$ cat config.mk
export PLATFORM = sky130hd
export DESIGN_NAME = rtc_bcd_clock
export DESIGN_NICKNAME = d
export VERILOG_FILES = /design/src/rtl/rtc_pkg.sv /design/src/rtl/bcd_mod_counter.sv /design/src/rtl/rtc_bcd_clock.sv
export SDC_FILE = /design/constraint.sdc
export NUM_CORES = 1
export LEC_CHECK = 0
export CORE_MARGIN = 4
export CORE_UTILIZATION = 52
export DETAILED_ROUTE_END_ITERATION = 8
export PLACE_DENSITY_LB_ADDON = 0.15
export SLEW_MARGIN = 0
export SYNTH_ARGS = -nofsm -noshare
export SYNTH_HDL_FRONTEND = slang
export SYNTH_HIERARCHICAL = 1
export SYNTH_SLANG_ARGS = --single-unit
$ cat constraint.sdc
create_clock -name clk -period 3.39 [get_ports clk]
set_clock_uncertainty 0.1 [all_clocks]
set_input_delay 0.5085 -clock clk [delete_from_list [all_inputs] [get_ports clk]]
set_output_delay 0.5085 -clock clk [all_outputs]
set_load 0.005 [all_outputs]
$ cat src/rtl/rtc_pkg.sv
// rtc_pkg: shared BCD types, limits, load FSM states and hour conversion helpers
package rtc_pkg;
  typedef logic [7:0] bcd_t;
  localparam bcd_t BCD_59 = 8'h59;
  localparam bcd_t BCD_23 = 8'h23;
  localparam bcd_t BCD_12 = 8'h12;
  typedef enum logic {IDLE, LOAD} state_t;
  function automatic logic bcd_valid(bcd_t b, bcd_t max);
    return b[7:4] <= 4'd9 && b[3:0] <= 4'd9 && b <= max;
  endfunction
  function automatic logic [4:0] bcd_to_bin(bcd_t b);
    return 5'(b[7:4]) * 5'd10 + 5'(b[3:0]);
  endfunction
  function automatic bcd_t bin_to_bcd(logic [4:0] v);
    return {4'(v / 5'd10), 4'(v % 5'd10)};
  endfunction
  function automatic bcd_t bcd_inc(bcd_t b, bcd_t max);
    return b == max ? 8'h00 : b[3:0] == 4'd9 ? {b[7:4] + 4'd1, 4'h0} : b + 8'd1;
  endfunction
  function automatic bcd_t to_h24(bcd_t h12, logic is_pm);
    logic [4:0] b;
    b = bcd_to_bin(h12);
    return bin_to_bcd(h12 == BCD_12 ? (is_pm ? 5'd12 : 5'd0) : is_pm ? b + 5'd12 : b);
  endfunction
  function automatic logic [8:0] to_h12(bcd_t h24);
    logic [4:0] b;
    b = bcd_to_bin(h24);
    return b == 5'd0 ? {1'b0, BCD_12} : b < 5'd12 ? {1'b0, h24} :
           b == 5'd12 ? {1'b1, BCD_12} : {1'b1, bin_to_bcd(b - 5'd12)};
  endfunction
endpackage

$ cat src/rtl/bcd_mod_counter.sv
// bcd_mod_counter: loadable BCD counter wrapping MAX_BCD -> 00 with carry out
module bcd_mod_counter import rtc_pkg::*; #(
  parameter bcd_t MAX_BCD = BCD_59
) (
  input  logic clk,
  input  logic reset_n,
  input  logic inc,
  input  logic load,
  input  bcd_t load_val,
  output bcd_t q,
  output logic carry
);
  assign carry = inc && q == MAX_BCD;
  // load has priority over increment
  always_ff @(posedge clk or negedge reset_n)
    if (!reset_n) q <= 8'h00;
    else if (load) q <= load_val;
    else if (inc) q <= bcd_inc(q, MAX_BCD);
endmodule

$ cat src/rtl/rtc_bcd_clock.sv
// rtc_bcd_clock: BCD real-time clock, 12/24 h display, checked time load; RTC_ALARM_EN adds an alarm
module rtc_bcd_clock import rtc_pkg::*; #(
  parameter int CLK_DIV = 100_000_000,
  parameter int DIV_W = $clog2(CLK_DIV)
) (
  input  logic clk,
  input  logic reset_n,
  input  logic ena,
  input  logic mode_24h,
  input  logic set_valid,
  output logic set_ready,
  input  logic [7:0] set_hh,
  input  logic [7:0] set_mm,
  input  logic [7:0] set_ss,
  input  logic set_pm,
  output logic set_err,
  output logic [7:0] hh,
  output logic [7:0] mm,
  output logic [7:0] ss,
  output logic pm,
  output logic tick,
`ifdef RTC_ALARM_EN
  input  logic [7:0] alarm_hh,
  input  logic [7:0] alarm_mm,
  input  logic alarm_arm,
  input  logic alarm_ack,
  output logic alarm,
`endif
  output logic day_wrap
);
  logic [DIV_W-1:0] div_q;
  state_t state;
  bcd_t ss_q, mm_q, h24_q, load_h24;
  logic ss_c, mm_c, h_c, sec_tick, accept, ok, load, tick_en;
  logic [8:0] h12;
  assign sec_tick = ena && div_q == DIV_W'(CLK_DIV - 1);
  assign accept = set_valid && set_ready && state == IDLE;
  assign ok = bcd_valid(set_mm, BCD_59) && bcd_valid(set_ss, BCD_59) &&
              (mode_24h ? bcd_valid(set_hh, BCD_23) : bcd_valid(set_hh, BCD_12) && set_hh != 8'h00);
  assign load = accept && ok;
  assign tick_en = sec_tick && !load;
  assign load_h24 = mode_24h ? set_hh : to_h24(set_hh, set_pm);
  assign h12 = to_h12(h24_q);
  // prescaler: restarts on load, frozen while ena is low
  always_ff @(posedge clk or negedge reset_n)
    if (!reset_n) div_q <= '0;
    else if (load) div_q <= '0;
    else if (ena) div_q <= sec_tick ? '0 : div_q + DIV_W'(1);
  // load handshake: one LOAD cycle after each accepted load, error pulse on rejection
  always_ff @(posedge clk or negedge reset_n)
    if (!reset_n) begin
      state <= IDLE;
      set_ready <= 1'b0;
      set_err <= 1'b0;
    end else begin
      state <= load ? LOAD : IDLE;
      set_ready <= !load;
      set_err <= accept && !ok;
    end
  bcd_mod_counter #(.MAX_BCD(BCD_59)) u_ss (.clk, .reset_n, .inc(tick_en), .load, .load_val(set_ss), .q(ss_q), .carry(ss_c));
  bcd_mod_counter #(.MAX_BCD(BCD_59)) u_mm (.clk, .reset_n, .inc(ss_c), .load, .load_val(set_mm), .q(mm_q), .carry(mm_c));
  bcd_mod_counter #(.MAX_BCD(BCD_23)) u_hh (.clk, .reset_n, .inc(mm_c), .load, .load_val(load_h24), .q(h24_q), .carry(h_c));
  // registered display and event pulses
  always_ff @(posedge clk or negedge reset_n)
    if (!reset_n) begin
      hh <= 8'h00;
      mm <= 8'h00;
      ss <= 8'h00;
      pm <= 1'b0;
      tick <= 1'b0;
      day_wrap <= 1'b0;
    end else begin
      hh <= mode_24h ? h24_q : h12[7:0];
      mm <= mm_q;
      ss <= ss_q;
      pm <= !mode_24h && h12[8];
      tick <= tick_en;
      day_wrap <= h_c;
    end
`ifdef RTC_ALARM_EN
  bcd_t mm_next, h_next;
  assign mm_next = bcd_inc(mm_q, BCD_59);
  assign h_next = mm_c ? bcd_inc(h24_q, BCD_23) : h24_q;
  // alarm fires on the tick that rolls into alarm_hh:alarm_mm:00; setting beats ack
  always_ff @(posedge clk or negedge reset_n)
    if (!reset_n) alarm <= 1'b0;
    else if (alarm_arm && ss_c && mm_next == alarm_mm && h_next == alarm_hh) alarm <= 1'b1;
    else if (alarm_ack || !alarm_arm) alarm <= 1'b0;
`endif
endmodule

==> results by group, run 1 <==
Outcome
  – Status: finished, violations left
  – Failing checks: negative setup slack

Setup path
  – CP cell instances: ha_2 > inv_2 > fa_2 > xnor2_4 > inv_2 > ha_4 > or2_4 > and2_4 > xnor2_2 > ha_2 > a211o_1 > a31oi_4 > mux2_4 > o21ai_2
  – CP required: 3580 ps
  – WS Path Type: register to register
  – Critical Path End: hh[2]
  – RR Endpoint: hh[2]
  – CP arrival: 3590 ps
  – Critical Path Sink Type: register
  – Slowest-stage cell, CP: dfrtp_1
  – Top delay family on crit path: adder cells
  – Setup slack, reg-to-reg: -10 ps
  – CP Max Fanout: 4
  – Cell count along the critical path: 14
  – Buf/Inv on CP: 2
  – Worst Reg-to-Reg Cells: 14
  – CP max stage delay: 410 ps
  – Crit path launch: u_hh/q[4]
  – Startpoint types: register
  – Reg-to-Reg Start: u_hh/q[4]

Floorplan
  – Full die area: 11,800 um2
  – Core area: 9820 um2
  – Starting density of the core: 0.537
  – Ports: 59
  – Die X: 109 um
  – Die Y: 109 um
  – Row count: 36

Pwr
  – Power Total: 0.00288 W
  – Power density over the cells: 431 nW/um2
  – Seq pwr share: 0.387
  – Total net switching power: 0.000879 W
  – Sw frac: 0.305
  – Max VDD drop: 0.000370 V
  – Static Leakage: 2.96 nW
  – Pint: 0.00200 W
  – Gate power share: 0.358
  – Clock power share: 0.255

Timing
  – Worst-margin pin slew: 1010 ps
  – RSZ-0062 raised after global routing: true
  – Slew HR: 0.325
  – Fmax: 0.294 GHz
  – Max-slew violation count: 0
  – Final setup vio count: 1
  – Fin Setup TNS: -11.5 ps
  – Period minus WS final: 3400 ps
  – Final Hold Viols: 0
  – Period utilization: 1.00
  – Fin worst setup slack: -11.5 ps

GRT
  – Vias in the first global route: 4,658
  – Initial antenna violation count: 0
  – Largest net degree at the start of global routing: 82
  – GRT Overall Usage: 0.233
  – First-pass GRT wire length: 22,100 um
  – Total grt overflow: 0

Layout
  – Most frequent cells in the layout: dfrtp_1 (81), buf_4 (58), clkdlybuf4s50_1 (52)
  – Share of layout cells above drive strength 1: 0.199
  – Final net count: 728
  – Fill count: 833
  – Layout area overhead: 26.6%
  – Leading cell type in the layout, fill and taps excluded: dfrtp_1
  – # diodes: 0
  – Final instance area: 6680 um2
  – Final core area utilization: 0.680

Place
  – Placed cell area: 6340 um2
  – Hpwl dp: 9070 um
  – RePlAce Congestion: 0.891
  – Dpl ws: -718 ps
  – PortBufs: 58

Clock tree
  – CTS root buf: clkbuf_8
  – Clk_lat worst skew: 360 ps
  – CTS max path bufs: 2
  – Sinks on Clock Net: 81
  – CTS buffer count: 9
  – CTS H-tree lvls: 3
  – Clock-pin slew on the worst setup and hold paths: 80 ps
  – CTS tree: done
  – CTS Hold Bufs: 0

Detailed routing
  – Initial drt markers: 274
  – Detailed-route DRC error count: 0
  – Wire per inst: 15.6 um
  – Vias: 4,568
  – Final WL: 12,500 um
  – Remaining antenna violation count after routing: 0
  – DRT Pass-1 Iters: 5
  – Via density: 5.69

Logic synthesis
  – Async SR Flop Fraction: 1.00
  – EDFF count, synth: 0
  – Yosys warning total: 6
  – Post-synthesis instance area: 5270 um2
  – Sequential area share after synthesis: 0.384
  – Primary FF master, synth: dfrtp_1
  – Syn Area/Cell: 9.37 um2
  – Seq cells post-synth: 81
  – Syn nets: 623
  – Cell variety after synth: 86
  – Syn Inst Count: 563

Job
  – Max-cap violations: 0

Hold path
  – Min-Delay Path Class: primary input to asynchronous set/reset pin
-- how the worst min path moves through the flow --
stage / from / to / slack [ps] / depth (start not counted)
after detailed placement: u_mm/q[7] / mm[7] / 330 / 0
after global routing: reset_n / u_mm/q[2] / 300 / 1
after floorplan: reset_n / day_wrap / 110 / 0
final: reset_n / mm[3] / 200 / 1
after global placement: u_mm/q[7] / mm[7] / 320 / 0
after CTS: reset_n / mm[3] / 260 / 1
-- timing repair --
action,4_1_cts,5_1_grt
setup buffers,2,7
pin swaps,5,12
resized for setup,11,10
endpoints found under the setup margin,6,8
-- worst register-to-register path, stage by stage, from the launching register on --
cell     delay, ps
dfrtp_1        410
ha_2           220
inv_2           40
fa_2           380
xnor2_4        270
inv_2           90
ha_4           170
or2_4          240
and2_4         150
xnor2_2        130
ha_2           200
a211o_1        310
a31oi_4        210
mux2_4         320
o21ai_2        100
-- registers in the layout, summed over array words and instances (netlist names), 8 cells and up --
name	count
div_q	27
hh	8
mm	8
ss	8
u_hh/q	8
u_mm/q	8
u_ss/q	8
-- per-stage QoR --
stage | hold WS [ps] | cells
after floorplan | 113 | 563
after global placement | 325 | 781
after detailed placement | 330 | 781
after CTS | 258 | 796
after global routing | 302 | 803
final | 204 | 803
-- power groups by stage --
stage          clock (W)  sequential (W)  combinational (W)
2_1_floorplan          0         0.00112           0.000591
6_report        0.000734         0.00111            0.00103
4_1_cts         0.000754         0.00111           0.000954
5_1_grt         0.000803         0.00113            0.00114
3_5_place_dp           0         0.00113           0.000924
3_3_place_gp           0         0.00113           0.000892
-- kinds of logic (layout without fill, tap and decap cells) --
family,after synthesis,in the layout,share of synthesized area
mux,12,12,0.0256
xor+xnor,34,34,0.0662
flops,81,81,0.384
simple gates,222,222,0.225
compound gates,129,129,0.176
buf+inv,55,162,0.0484
fa+ha+maj,30,30,0.0740
-- cells in the mapped netlist (14+ instances only) --
library cell	n	share of area
o21ai_0	19	0.018
nor2_1	49	0.035
nor3_1	14	0.013
xor2_1	22	0.037
nand2_1	49	0.035
dfrtp_1	81	0.38
ha_1	28	0.066
a21oi_1	33	0.031
nand4_1	16	0.019
nand3_1	24	0.023
inv_1	29	0.021
-- per-layer routing --
layer	vias to the layer above	share of wire	GRT usage
li1	2231	-	-
met4	0	0.011	0.0676
met1	2214	0.44	0.303
met5	-	0	0
met2	108	0.51	0.385
met3	15	0.044	0.0592
-- cell type report --
type	instances	area, um2	share of cell area
multi-input combinational	427	3140	0.471
sequential	81	2030	0.304
timing repair buffer	116	1020	0.153
tap	133	166	0.0249
clock buffer	10	128	0.0191
inverter	33	124	0.0185
clock inverter	3	68.8	0.0103
Power figures use the tool's default switching activity.
==> run 2: changes to the inputs <==
CTS_BUF_LIST = sky130_fd_sc_hd__clkbuf_16   (was default)
==> run 2 against run 1 <==
The flow still finishes with violations (negative setup slack). Worst setup slack gained 2.1 ps. Highest routed layer unchanged. Core utilization grew 0.97 points. Clock power grew 35%.
==> results by group, run 2 (same netlist as run 1, synthesis figures left out) <==
Timing
  – Final Hold Viols: 0 (unchanged)
  – Max-slew violation count: 0 (unchanged)
  – Period minus WS final: 3400 ps (-2.10 ps)
  – Final setup vio count: 1 (unchanged)
  – Fin worst setup slack: -9.45 ps (+2.10 ps)
  – RSZ-0062 raised after global routing: true
  – Fmax: 0.294 GHz (about the same)
  – Slew HR: 0.329 (+0.00386)
  – Worst-margin pin slew: 1010 ps (-5.79 ps)
  – Period utilization: 1.00 (about the same)

Place
  – PortBufs: 58 (unchanged)
  – # placed instances: 781 (unchanged)
  – Hpwl dp: 9070 um (unchanged)
  – Dpl ws: -718 ps (unchanged)
  – RePlAce Congestion: 0.891 (unchanged)

Layout
  – Most frequent cells in the layout: dfrtp_1 (81), buf_4 (58), clkdlybuf4s50_1 (51)
  – Layout Cells excl Fill: 803 (unchanged)
  – Leading cell type in the layout, fill and taps excluded: dfrtp_1
  – # diodes: 0 (unchanged)
  – Layout area overhead: 28.5%
  – Biggest register: div_q
  – Final core area utilization: 0.690 (+0.00968)
  – Final net count: 728 (unchanged)
  – Share of layout cells above drive strength 1: 0.200 (+0.00149)
  – Max reg flops: 27 (unchanged)

GRT
  – GRT Overall Usage: 0.235 (+0.00272)
  – Initial antenna violation count: 0 (unchanged)
  – First-pass GRT wire length: 22,400 um (+1.4%)
  – Largest net degree at the start of global routing: 82 (unchanged)
  – Vias in the first global route: 4,746 (+1.9%)
  – Total grt overflow: 0 (unchanged)

Floorplan
  – Full die area: 11,800 um2 (unchanged)
  – Core area: 9820 um2 (unchanged)
  – Die Y: 109 um (unchanged)
  – Ports: 59 (unchanged)
  – Die X: 109 um (unchanged)
  – Starting density of the core: 0.537 (unchanged)
  – Row count: 36 (unchanged)

Setup path
  – Setup slack, reg-to-reg: -9 ps (about the same)
  – RR Endpoint: hh[2]
  – CP required: 3560 ps (-20 ps)
  – CP arrival: 3570 ps (-20 ps)
  – CP Max Fanout: 4 (unchanged)
  – Critical Path Sink Type: register
  – WS Path Type: register to register
  – Startpoint types: register
  – Worst Reg-to-Reg Cells: 14 (unchanged)
  – Reg-to-Reg Start: u_hh/q[4]

Clock tree
  – CTS H-tree lvls: 3 (unchanged)
  – Clk_lat worst skew: 340 ps (-20 ps)
  – Clock-pin slew on the worst setup and hold paths: 60 ps (-20 ps)
  – CTS root buf: clkbuf_16
  – Sinks on Clock Net: 81 (unchanged)
  – CTS buffer count: 9 (unchanged)
  – CTS tree: done
  – CTS max path bufs: 2 (unchanged)

Detailed routing
  – Vias: 4,601 (+0.72%)
  – Wire per inst: 15.8 um (+1.4%)
  – Remaining antenna violation count after routing: 0 (unchanged)
  – Final WL: 12,700 um (+1.4%)
  – Initial drt markers: 290 (+5.8%)
  – Via density: 5.73 (+0.72%)
  – DRT Pass-1 Iters: 5 (unchanged)
  – Detailed-route DRC error count: 0 (unchanged)

Pwr
  – Static Leakage: 3.01 nW (+1.7%)
  – Power density over the cells: 464 nW/um2 (+7.6%)
  – Max VDD drop: 0.000386 V (+4.6%)

Job
  – Max-cap violations: 0 (unchanged)

Hold path
  – Min-Delay Path Class: primary input to asynchronous set/reset pin

Outcome
  – Failing checks: negative setup slack
  – Status: finished, violations left
-- run 2: worst max-delay path by stage --
| stage | start | endpoint | slack [ps] | cells past startpoint |
|---|---|---|---|---|
| final | u_hh/q[4] | hh[2] | -9 | 14 |
| after global routing | u_hh/q[4] | hh[2] | -130 | 14 |
| after CTS | u_hh/q[4] | hh[2] | 6 | 15 |
| after detailed placement | set_hh[4] | u_hh/q[3] | -720 | 13 |
| after global placement | set_hh[4] | u_hh/q[3] | -570 | 13 |
| after floorplan | u_hh/q[4] | hh[2] | -30 | 15 |
-- run 2: layout make-up --
type	count	area, um2
multi-input combinational	427	3140
tap	133	166
fill	813	3050
timing repair buffer	116	1010
inverter	33	124
clock buffer	9	225
sequential	81	2030
clock inverter	4	72.6
-- run 2: repair_timing --
item,CTS,global route
hold endpoints to repair,0,0
pin swaps,5,11
resized for setup,12,11
setup buffers,2,7
endpoints found under the setup margin,6,8
hold buffers,0,0
-- run 2: power by group --
part	internal, W	switching (W)
logic	0.000551	0.000479
registers	0.00105	0.0000710
clock network	0.000630	0.000364
total	0.00223	0.000914
-- run 2: per-stage QoR --
stage,TNS [ps],hold slack [ps],total power (W),area [um2]
2_1_floorplan,-27.2,113,0.00171,5340
3_3_place_gp,-2370,325,0.00202,6340
3_5_place_dp,-3120,330,0.00206,6340
4_1_cts,0,287,0.00309,6700
5_1_grt,-332,344,0.00333,6770
6_report,-9.45,227,0.00314,6770
-- run 2: worst max-delay path, cell delays in order, from the launching register on --
cell	delay, ps
dfrtp_1	410
ha_2	220
inv_2	40
fa_2	380
xnor2_4	270
inv_2	90
ha_4	170
or2_4	240
and2_4	150
xnor2_2	130
ha_2	200
a211o_1	310
a31oi_4	210
mux2_4	320
o21ai_2	100
-- run 2: metal layers --
layer | global-route usage | vias to the layer above | wire [um]
met5 | 0 | - | 0
met4 | 0.0667 | 0 | 176
met3 | 0.0568 | 19 | 630
met2 | 0.396 | 110 | 6500
met1 | 0.304 | 2236 | 5400
li1 | - | 2236 | -
